File: config.mk
export PLATFORM = sky130hd
export DESIGN_NAME = alu_nbit_seq
export DESIGN_NICKNAME = d
export VERILOG_FILES = /design/src/rtl/alu_nbit_seq.sv
export SDC_FILE = /design/constraint.sdc
export NUM_CORES = 1
export LEC_CHECK = 0
export ABC_CLOCK_PERIOD_IN_PS = 15700
export CAP_MARGIN = 20
export CORE_UTILIZATION = 35
export CTS_CLUSTER_DIAMETER = 50
export CTS_CLUSTER_SIZE = 30
export DETAILED_ROUTE_END_ITERATION = 12
export GPL_TIMING_DRIVEN = 1
export PLACE_DENSITY_LB_ADDON = 0.1
export SYNTH_ARGS = -nofsm -noshare
export SYNTH_HDL_FRONTEND = slang
export SYNTH_SLANG_ARGS = --single-unit
export TNS_END_PERCENT = 30
File: constraint.sdc
create_clock -name clk -period 15.7 [get_ports clk]
set_input_delay 3.925 -clock clk [delete_from_list [all_inputs] [get_ports clk]]
set_output_delay 3.925 -clock clk [all_outputs]
set_load 0.05 [all_outputs]
File: src/rtl/alu_nbit_seq.sv
// ============================================================================
//  Module      : alu_nbit_seq
//  Description : Handshaked N-bit ALU. Logic/add/SLT ops complete one cycle
//                after accept; the optional MUL is a shift-and-add multiplier
//                that takes WIDTH cycles. Optional feature macro:
//                ALU_NBIT_MUL_EN (compiles in the MUL state and datapath).
//  Revision    : 1.0 - initial release
// ============================================================================
`default_nettype none

module alu_nbit_seq #(
    parameter int WIDTH = 32
) (
    input  logic             clk,
    input  logic             reset,
    input  logic             in_valid,
    output logic             in_ready,
    input  logic [WIDTH-1:0] A,
    input  logic [WIDTH-1:0] B,
    input  logic             AInvert,
    input  logic             BInvert,
    input  logic [2:0]       operation,
    output logic             out_valid,
    input  logic             out_ready,
    output logic [WIDTH-1:0] result,
    output logic             zero,
    output logic             cout,
    output logic             overflow,
    output logic             illegal
);

    localparam logic [1:0] c_IDLE = 2'd0;
`ifdef ALU_NBIT_MUL_EN
    localparam logic [1:0] c_MUL  = 2'd1;
`endif
    localparam logic [1:0] c_DONE = 2'd2;

    localparam logic [2:0] c_OP_AND  = 3'b000;
    localparam logic [2:0] c_OP_OR   = 3'b010;
    localparam logic [2:0] c_OP_XOR  = 3'b011;
    localparam logic [2:0] c_OP_ADD  = 3'b100;
    localparam logic [2:0] c_OP_ADDI = 3'b101;
    localparam logic [2:0] c_OP_SLT  = 3'b110;
`ifdef ALU_NBIT_MUL_EN
    localparam logic [2:0] c_OP_MUL  = 3'b111;

    localparam int                c_CNT_W    = $clog2(WIDTH);
    localparam logic [c_CNT_W-1:0] c_CNT_LAST = c_CNT_W'(WIDTH - 1);
    localparam logic [c_CNT_W-1:0] c_CNT_ONE  = c_CNT_W'(1);
`endif

    logic [1:0]       r_state_q,    w_state_d;
    logic [WIDTH-1:0] r_result_q,   w_result_d;
    logic             r_zero_q,     w_zero_d;
    logic             r_cout_q,     w_cout_d;
    logic             r_overflow_q, w_overflow_d;
    logic             r_illegal_q,  w_illegal_d;

    logic             w_accept;
    logic [WIDTH-1:0] w_a;
    logic [WIDTH-1:0] w_b;
    logic [WIDTH-1:0] w_add_b;
    logic             w_cin;
    logic             w_is_slt;
    logic [WIDTH:0]   w_sum_ext;
    logic [WIDTH-1:0] w_sum;
    logic             w_add_ovf;
    logic [WIDTH-1:0] w_alu_res;
    logic             w_alu_cout;
    logic             w_alu_ovf;
    logic             w_alu_ill;

`ifdef ALU_NBIT_MUL_EN
    logic [WIDTH-1:0]   r_mcand_q,  w_mcand_d;
    logic [WIDTH-1:0]   r_mplier_q, w_mplier_d;
    logic [WIDTH-1:0]   r_acc_q,    w_acc_d;
    logic [c_CNT_W-1:0] r_cnt_q,    w_cnt_d;
    logic [WIDTH-1:0]   w_mul_sum;

    assign w_mul_sum = r_acc_q + (r_mplier_q[0] ? r_mcand_q : '0);
`endif

    assign in_ready  = (r_state_q == c_IDLE);
    assign out_valid = (r_state_q == c_DONE);
    assign w_accept  = in_valid && in_ready;

    assign result    = r_result_q;
    assign zero      = r_zero_q;
    assign cout      = r_cout_q;
    assign overflow  = r_overflow_q;
    assign illegal   = r_illegal_q;

    // SLT always subtracts (a' - b'), independent of BInvert.
    always_comb begin
        w_a       = AInvert ? ~A : A;
        w_b       = BInvert ? ~B : B;
        w_is_slt  = (operation == c_OP_SLT);
        w_add_b   = w_is_slt ? ~w_b : w_b;
        w_cin     = w_is_slt ? 1'b1 : BInvert;
        w_sum_ext = {1'b0, w_a} + {1'b0, w_add_b} + {{WIDTH{1'b0}}, w_cin};
        w_sum     = w_sum_ext[WIDTH-1:0];
        w_add_ovf = (w_a[WIDTH-1] == w_add_b[WIDTH-1]) && (w_sum[WIDTH-1] != w_a[WIDTH-1]);

        w_alu_res  = '0;
        w_alu_cout = 1'b0;
        w_alu_ovf  = 1'b0;
        w_alu_ill  = 1'b0;
        case (operation)
            c_OP_AND: w_alu_res = w_a & w_b;
            c_OP_OR:  w_alu_res = w_a | w_b;
            c_OP_XOR: w_alu_res = w_a ^ w_b;
            c_OP_ADD, c_OP_ADDI: begin
                w_alu_res  = w_sum;
                w_alu_cout = w_sum_ext[WIDTH];
                w_alu_ovf  = w_add_ovf;
            end
            c_OP_SLT: begin
                w_alu_res = {{(WIDTH-1){1'b0}}, w_sum[WIDTH-1] ^ w_add_ovf};
                w_alu_ovf = w_add_ovf;
            end
`ifdef ALU_NBIT_MUL_EN
            c_OP_MUL: w_alu_res = '0;
`endif
            default:  w_alu_ill = 1'b1;
        endcase
    end

    always_comb begin
        w_state_d    = r_state_q;
        w_result_d   = r_result_q;
        w_zero_d     = r_zero_q;
        w_cout_d     = r_cout_q;
        w_overflow_d = r_overflow_q;
        w_illegal_d  = r_illegal_q;
`ifdef ALU_NBIT_MUL_EN
        w_mcand_d    = r_mcand_q;
        w_mplier_d   = r_mplier_q;
        w_acc_d      = r_acc_q;
        w_cnt_d      = r_cnt_q;
`endif
        case (r_state_q)
            c_IDLE: begin
                if (w_accept) begin
`ifdef ALU_NBIT_MUL_EN
                    if (operation == c_OP_MUL) begin
                        w_state_d  = c_MUL;
                        w_mcand_d  = A;
                        w_mplier_d = B;
                        w_acc_d    = '0;
                        w_cnt_d    = '0;
                    end else begin
`endif
                        w_state_d    = c_DONE;
                        w_result_d   = w_alu_res;
                        w_zero_d     = (w_alu_res == '0);
                        w_cout_d     = w_alu_cout;
                        w_overflow_d = w_alu_ovf;
                        w_illegal_d  = w_alu_ill;
`ifdef ALU_NBIT_MUL_EN
                    end
`endif
                end
            end
`ifdef ALU_NBIT_MUL_EN
            c_MUL: begin
                w_acc_d    = w_mul_sum;
                w_mcand_d  = r_mcand_q << 1;
                w_mplier_d = r_mplier_q >> 1;
                w_cnt_d    = r_cnt_q + c_CNT_ONE;
                if (r_cnt_q == c_CNT_LAST) begin
                    w_state_d    = c_DONE;
                    w_result_d   = w_mul_sum;
                    w_zero_d     = (w_mul_sum == '0);
                    w_cout_d     = 1'b0;
                    w_overflow_d = 1'b0;
                    w_illegal_d  = 1'b0;
                end
            end
`endif
            c_DONE: begin
                if (out_ready) begin
                    w_state_d = c_IDLE;
                end
            end
            default: w_state_d = c_IDLE;
        endcase
    end

    always_ff @(posedge clk) begin
        if (reset) begin
            r_state_q    <= c_IDLE;
            r_result_q   <= '0;
            r_zero_q     <= 1'b0;
            r_cout_q     <= 1'b0;
            r_overflow_q <= 1'b0;
            r_illegal_q  <= 1'b0;
`ifdef ALU_NBIT_MUL_EN
            r_mcand_q    <= '0;
            r_mplier_q   <= '0;
            r_acc_q      <= '0;
            r_cnt_q      <= '0;
`endif
        end else begin
            r_state_q    <= w_state_d;
            r_result_q   <= w_result_d;
            r_zero_q     <= w_zero_d;
            r_cout_q     <= w_cout_d;
            r_overflow_q <= w_overflow_d;
            r_illegal_q  <= w_illegal_d;
`ifdef ALU_NBIT_MUL_EN
            r_mcand_q    <= w_mcand_d;
            r_mplier_q   <= w_mplier_d;
            r_acc_q      <= w_acc_d;
            r_cnt_q      <= w_cnt_d;
`endif
        end
    end

endmodule

`default_nettype wire

==> results.yml, run 1 <==
status:
  outcome: "complete, no violations"
timing:
  fin_setup_tns_ps: 0
  rsz0062_at_grt: "false"
  timing.final.ws_setup_ps: 5800
  finalSetupViolations: 0
  tightest_slew_ps: 1040
  finClkSkew_ps: 1.92
  max_freq_mhz: 101
  slew-limit-headroom_pct: 30.7
  layout_min_cycle_time_ps: 9900
  hold_viol: 0
  drv_slew: 0
  finalCritPeriodShare_pct: 63.0
die:
  fp.dieH_um: 134
  core-area_sq_um: 16800
  die_area_sq_um: 18000
  io_pins: 111
  rows: 47
  die_x_um: 134
  start_util_pct: 36.3
final_layout:
  final_layout_size_suffix_gt1_share_pct: 4.35
  n_antenna_cell: 0
  layout_common_cells: "clkdlybuf4s50_1, ha_1, nor2_1"
  fin_area_sq_um: 7490
  fin_util_pct: 44.5
  syn_to_final_growth_pct: 22.6
  mostFrequentLayoutCell: "clkdlybuf4s50_1"
  nets: 1066
critical_path:
  cp.buffers_inverters: 4
  critPathMaxFanout: 54
  required_ps: 15890
  cp_num_cells: 18
  crit_chain: "clkdlybuf4s50_1 -> buf_4 -> inv_1 -> or3_2 -> xnor2_1 -> fa_1 -> inv_1 -> fa_1 -> a21o_1 -> a221o_1 -> nand3_1 -> nand2_1 -> xor2_1 -> a21boi_0 -> nand4_1 -> nor4b_2 -> nand4_1 -> o41ai_2"
  cp.arrival_ps: 10090
  max_stage_delay_ps: 1020
  worst_path_dominant_cell_family: "simple AND/OR/NAND/NOR gates"
  start_kind: "input port"
  critical_path_class: "in2reg"
  end_kind: "flip-flop"
  cp_slowest_cell: "or3_2"
  rr_worst_depth: 11
synthesis:
  synth_edf_count: 0
  ys.flop_type: "dfxtp_1"
  synthArstFlopShare_pct: 0
  synthAdderAreaFrac_pct: 20.1
  synth_cell_types: 72
  synth-seq-cells: 37
  postSynthCellCount: 824
  yosysWarningCount: 0
  synth-simple-area-share_pct: 16.2
  ys_top_cells_by_area: "ha_1, dfxtp_1, xor2_1, xnor2_1, a21oi_1"
  yosysTopAreaCell: "ha_1"
  synth-seq-area-share_pct: 12.1
  synth_top_family_by_area: "compound AO/OA/AOI/OAI gates"
  synth_top_area_share_pct: 19.5
  synth-xor-area-share_pct: 17.6
  synth_nets: 994
  synth_compound_area_share_pct: 25.2
  synth.avg_cell_area_sq_um: 7.41
  netlist_area_sq_um: 6100
  synth.area.mux_share_pct: 0.328
route:
  dr.max_layer_used: "met4"
  dr_wl_met3_mm: 1.01
  m1WireLength_mm: 9.94
  routed_wl_mm: 21.3
  ant_nets: 0
  drt_iter0_markers: 388
  drtPass1Iterations: 5
  wl_per_cell_um: 19.1
  viasPerCell: 5.41
  wl_met2_mm: 9.77
  drcViolationCount: 0
  vias: 6040
placed_design:
  preCtsSetupSlack_ps: 5560
  hpwl_mm: 16.4
  routabilityCongestion: 0.960
  portBuffers: 110
  postPlaceCellArea_sq_um: 7310
run:
  drv_cap: 0
cts:
  cts_buffers: 5
  root_buffer: "clkbuf_16"
  clkSinkCount: 37
  cts_setup_buffers: 0
  ctsHoldBuffers: 0
  clkLatencyLatePin_ps: 280
  cts_tree: "yes"
  clkTransAtPathRegs_ps: 60
  clockBufferDepth: 2
  cts-resized-gates: 0
  htree_levels: 2
global_route:
  grt_pass1_wl_mm: 32.9
  grt_overflow: 0
  gr-usage-all-layers_pct: 23.6
  grt_max_degree: 55
  grt_pass1_vias: 5957
  antenna_found_initial: 0
hold_path:
  hold-path-cell-count: 2
  hold_class: "reg2reg"
pwr:
  p_per_area_nw_per_um2: 86.0
  vdd_drop_max_uv: 44.0
  total_power_mw: 0.644
  p_leak_nw: 3.29
==> final cells by class <==
type / count / area, sq um
Timing Repair Buffer: 118 / 1150
Clock buffer: 6 / 139
Tap cell: 220 / 275
Inverter: 76 / 285
Clock inverter: 2 / 37.5
Sequential cell: 37 / 741
Multi-Input combinational cell: 658 / 4860
Fill cell: 1722 / 9330
==> tightest hold or removal path: stages, from the launching register on <==
cell and delay (ps):
dfxtp_1 310, nand2_1 50, a21oi_1 50
==> report_power, final <==
part | internal [mW] | switching, mW
clock | 0.0793 | 0.0414
combinational | 0.160 | 0.255
sequential | 0.102 | 0.00519
total | 0.342 | 0.302
==> flip-flops by register name, indices dropped and copies added, names as in the netlist <==
name and flops:
r_state_q 1, result 32, overflow 1, cout 1, illegal 1, zero 1
==> routing by layer <==
layer	track usage [%]	up-vias
met4	7.37	0
li1	-	3008
met3	3.14	36
met5	0	-
met2	39.7	192
met1	31.0	2804
==> Yosys cell counts (all sizes together) (7+ instances only) <==
cell type  number
xor2           75
buf            21
a21o            9
o22ai           7
nor2           79
nand3           8
nand2b          9
a211oi         33
nand2          51
nand4           9
ha             95
xnor2          48
nor2b           8
dfxtp          37
a21oi          77
o21ai          39
clkbuf         32
nor3           10
inv            76
==> cells by family (layout without fill, tap and decap cells) <==
| family | after synthesis | count (layout) |
|---|---|---|
| AO/OA/AOI/OAI | 230 | 230 |
| AND/OR/NAND/NOR | 206 | 206 |
| buffers and inverters | 129 | 202 |
| XOR/XNOR | 123 | 123 |
| adder cells (fa/ha/maj) | 97 | 97 |
| flip-flops | 37 | 37 |
| multiplexers | 2 | 2 |
==> per-stage QoR <==
step / instances / hold slack (ps)
2_1_floorplan: 824 / 671
3_3_place_gp: 1109 / 448
3_5_place_dp: 1109 / 447
4_1_cts: 1117 / 454
5_1_grt: 1117 / 477
6_report: 1117 / 451
==> worst paths after layout <==
check | startpoint | slack, ps | to
min reg2reg | cout | 450 | cout
min | cout | 450 | cout
max | operation[1] | 5800 | zero
max reg2reg | r_state_q[1] | 12650 | zero
Note: power is estimated with default switching activity, not from simulation.
==> run 2, diff against run 1 <==
- ABC_CLOCK_PERIOD_IN_PS: 15700 -> 10100
- clock period: 15.7 -> 10.1 ns (I/O delays scaled with it)
==> run 2 against run 1 <==
Net effect:
- register-to-register slack worse by 5700 ps
- combinational power grew 56%
- sequential power increased by 55%
- final area increased by 0.10%
- non-clock buffer count rose by 1
- sequential cell count is the same
- clock skew is 1.7 ps higher
- worst hold slack improved by 7.2 ps
- utilization is essentially flat
- critical path type unchanged
- critical endpoint unchanged
==> results.yml, run 2 (synthesis results as in run 1) <==
timing:
  fin_setup_tns_ps: 0
  timing.final.ws_setup_ps: 2210
  finalCritPeriodShare_pct: 78.1
  hold_viol: 0
  max_freq_mhz: 127
  slew-limit-headroom_pct: 30.2
  timing.hold.ws_ps: 459
  finalSetupViolations: 0
  rsz0062_at_grt: "false"
  tightest_slew_ps: 1050
  finClkSkew_ps: 3.58
  layout_min_cycle_time_ps: 7890
  drv_slew: 0
final_layout:
  nets: 1067
  layout_common_cells: "clkdlybuf4s50_1, ha_1, nor2_1"
  final_layout_size_suffix_gt1_share_pct: 4.45
  finalNonFillerCells: 1118
  fin_area_sq_um: 7490
  syn_to_final_growth_pct: 22.8
  largest_reg_flops: 32
  fin_util_pct: 44.6
  fillCellCount: 1734
  n_antenna_cell: 0
  mostFrequentLayoutCell: "clkdlybuf4s50_1"
placed_design:
  preCtsSetupSlack_ps: 2000
  dp.cells: 1110
  hpwl_mm: 16.4
  routabilityCongestion: 0.929
  portBuffers: 110
  postPlaceCellArea_sq_um: 7320
pwr:
  p_leak_nw: 3.30
  total_power_mw: 1.00
  p_per_area_nw_per_um2: 134
  vdd_drop_max_uv: 78.1
route:
  drt_iter0_markers: 425
  routed_wl_mm: 21.1
  ant_nets: 0
  vias: 6042
  viasPerCell: 5.40
  drcViolationCount: 0
  wl_per_cell_um: 18.9
  drtPass1Iterations: 5
hold_path:
  hold-path-cell-count: 2
  hold_class: "reg2reg"
global_route:
  grt_pass1_wl_mm: 33.0
  antenna_found_initial: 0
  gr-usage-all-layers_pct: 23.5
  grt_overflow: 0
  grt_pass1_vias: 6106
  grt_max_degree: 54
cts:
  clockBufferDepth: 2
  ctsHoldBuffers: 0
  clkTransAtPathRegs_ps: 60
  cts_buffers: 5
  clkLatencyLatePin_ps: 280
  cts_tree: "yes"
  htree_levels: 2
  clkSinkCount: 37
  cts-resized-gates: 0
  root_buffer: "clkbuf_16"
  cts_setup_buffers: 0
die:
  die_area_sq_um: 18000
  die_x_um: 134
  fp.dieH_um: 134
  start_util_pct: 36.3
  rows: 47
  io_pins: 111
  core-area_sq_um: 16800
status:
  outcome: "complete, no violations"
run:
  drv_cap: 0
critical_path:
  cp_slowest_cell: "or3_2"
  worst_path_dominant_cell_family: "simple AND/OR/NAND/NOR gates"
  required_ps: 10290
  crit_chain: "clkdlybuf4s50_1 -> inv_1 -> or3_2 -> xnor2_1 -> fa_1 -> inv_1 -> fa_1 -> a21o_1 -> a221o_1 -> nand3_1 -> nand2_1 -> xor2_1 -> a21boi_0 -> nand4_1 -> nor4b_2 -> nand4_1 -> o41ai_2"
  end_kind: "flip-flop"
  max_stage_delay_ps: 1010
  rr_worst_depth: 11
  cp_num_cells: 17
  cp.arrival_ps: 8080
  critical_path_class: "in2reg"
  critPathMaxFanout: 35
  start_kind: "input port"
  cp.buffers_inverters: 3
## run 2: changes by cell type in the layout (fill, tap and decap cells not counted)
| cell | previous run | this run |
|---|---|---|
| buf_4 | 8 | 9 |
## run 2: worst paths after layout
kind,start,to,slack (ps)
setup / recovery,operation[1],zero,2210
hold / removal,result[24],result[24],460
setup reg to reg,r_state_q[1],zero,6950
hold reg to reg,result[24],result[24],460
## run 2: area by class of cell
| cell class | instances | area, sq um | share of cell area, % |
|---|---|---|---|
| multi-input combinational | 658 | 4860 | 64.9 |
| timing repair buffer | 119 | 1150 | 15.4 |
| sequential | 37 | 741 | 9.88 |
| inverter | 76 | 285 | 3.81 |
| tap | 220 | 275 | 3.67 |
| clock buffer | 6 | 139 | 1.85 |
| clock inverter | 2 | 37.5 | 0.501 |
## run 2: worst min-delay path, stage by stage, from the launching register on
cell     delay [ps]
dfxtp_1         300
nand2_1          50
a21oi_1          60
## run 2: power breakdown
group / switching [mW] / internal [mW] / leakage [nW]
clock network: 0.0647 / 0.123 / 0.0831
registers: 0.00829 / 0.159 / 0.305
logic: 0.397 / 0.250 / 2.91
total: 0.470 / 0.533 / 3.30
## run 2: routing by layer
layer / share of wire, % / wire, um / vias up / global-route usage (%)
met3: 4.5 / 948 / 35 / 2.38
met1: 46 / 9760 / 2832 / 31.2
met2: 47 / 9890 / 181 / 40.2
met4: 2.6 / 544 / 0 / 6.74
li1: - / - / 2994 / -
met5: 0 / 0 / - / 0
==> run 3, diff against run 2 <==
- ABC_CLOCK_PERIOD_IN_PS: 10100 -> 8000
- clock period: 10.1 -> 8 ns (I/O delays scaled with it)
==> run 3 against run 2 <==
Net effect:
- total power rose by 22%
- utilization barely moved
- global-route usage up 0.27 points
- first-iteration DRC count down 16%
- clock power about the same
- clock skew shrank 0.85 ps
- final area is essentially flat
- worst hold slack better by 1.3 ps
- via count grew 0.88%
- cell count up 0.36%
- highest routed layer unchanged
- wire length grew 0.57%
==> results.yml, run 3 (synthesis results as in run 1) <==
timing:
  finalCritPeriodShare_pct: 82.9
  fin_setup_tns_ps: 0
  hold_viol: 0
  finClkSkew_ps: 2.73
  timing.hold.ws_ps: 460
  layout_min_cycle_time_ps: 6630
  drv_slew: 0
  timing.final.ws_setup_ps: 1370
  tightest_slew_ps: 783
  slew-limit-headroom_pct: 47.8
  rsz0062_at_grt: "false"
  finalSetupViolations: 0
  max_freq_mhz: 151
route:
  drt_iter0_markers: 355
  drtPass1Iterations: 5
  drcViolationCount: 0
  ant_nets: 0
  viasPerCell: 5.43
  wl_per_cell_um: 18.9
  routed_wl_mm: 21.3
  vias: 6095
final_layout:
  syn_to_final_growth_pct: 22.8
  layout_common_cells: "clkdlybuf4s50_1, ha_1, nor2_1"
  n_antenna_cell: 0
  fin_util_pct: 44.6
  final_layout_size_suffix_gt1_share_pct: 4.77
  mostFrequentLayoutCell: "clkdlybuf4s50_1"
  largest_reg_flops: 32
  nets: 1071
critical_path:
  required_ps: 8180
  critical_path_class: "in2reg"
  start_kind: "input port"
  cp.arrival_ps: 6810
  crit_end: "zero"
  startpoint: "operation[2]"
  rr_worst_depth: 11
  end_kind: "flip-flop"
  critPathMaxFanout: 20
  timing.rr.end: "zero"
  rrSetupSlack_ps: 4950
  timing.rr.start: "r_state_q[1]"
cts:
  htree_levels: 2
  cts_buffers: 5
  ctsHoldBuffers: 0
  clkTransAtPathRegs_ps: 60
  clkSinkCount: 37
  clockBufferDepth: 2
  cts_tree: "yes"
  cts_setup_buffers: 0
  clkLatencyLatePin_ps: 280
  root_buffer: "clkbuf_16"
  cts-resized-gates: 0
placed_design:
  portBuffers: 110
  routabilityCongestion: 0.920
  preCtsSetupSlack_ps: 1140
  hpwl_mm: 16.6
die:
  die_area_sq_um: 18000
  io_pins: 111
  core-area_sq_um: 16800
  fp.dieH_um: 134
  start_util_pct: 36.3
  die_x_um: 134
  rows: 47
global_route:
  antenna_found_initial: 0
  grt_pass1_wl_mm: 33.5
  grt_overflow: 0
  gr-usage-all-layers_pct: 23.8
  grt_max_degree: 54
  grt_pass1_vias: 6200
hold_path:
  hold_class: "reg2reg"
pwr:
  p_per_area_nw_per_um2: 163
  vdd_drop_max_uv: 92.2
  p_leak_nw: 3.30
run:
  drv_cap: 0
status:
  outcome: "complete, no violations"
run 3: where the power goes:
part / leakage (nW) / total (mW) / internal, mW / switching (mW)
Sequential: 0.305 / 0.212 / 0.201 / 0.0113
Clock: 0.0696 / 0.191 / 0.114 / 0.0769
Combinational: 2.93 / 0.815 / 0.318 / 0.497
Total: 3.30 / 1.22 / 0.633 / 0.585
run 3: cell type report:
| class | count | area, sq um |
|---|---|---|
| clock buffers | 5 | 125 |
| clock inverters | 3 | 17.5 |
| fillers | 1715 | 9320 |
| inverters | 76 | 285 |
| multi-input cells | 658 | 4860 |
| flip-flops and latches | 37 | 741 |
| well taps | 220 | 275 |
| repair buffers | 123 | 1190 |
run 3: critical path, cell delays in order:
cell and delay, ps:
clkdlybuf4s50_1 500, inv_1 70, or3_2 720, xnor2_1 310
fa_1 220, inv_1 70, fa_1 450, a21o_1 220
a221o_1 390, a211o_1 350, a211oi_2 300, nor2_1 130
xnor2_1 150, o22ai_1 130, nor4b_2 310, nand4_1 140
o41ai_2 340
run 3: worst min-delay path by stage:
stage | from | endpoint | slack (ps) | depth (start not counted)
after global placement | cout | cout | 450 | 2
final | cout | cout | 460 | 2
after floorplan | cout | cout | 670 | 2
after detailed placement | result[26] | result[26] | 460 | 2
after CTS | result[29] | result[29] | 460 | 2
after global routing | cout | cout | 470 | 2
run 3: through the flow:
stage / cells / instance area (sq um) / power, mW
global route: 1122 / 7500 / 1.31
finish: 1122 / 7500 / 1.22
global placement: 1114 / 7350 / 1.02
floorplan: 824 / 6100 / 0.784
CTS: 1122 / 7500 / 1.22
detailed placement: 1114 / 7350 / 1.02
run 3: per-layer routing:
metal | track usage (%) | part of all wire [%]
met3 | 2.87 | 4.7
met5 | 0 | 0
met1 | 30.8 | 46
met4 | 5.43 | 1.9
met2 | 41.9 | 48
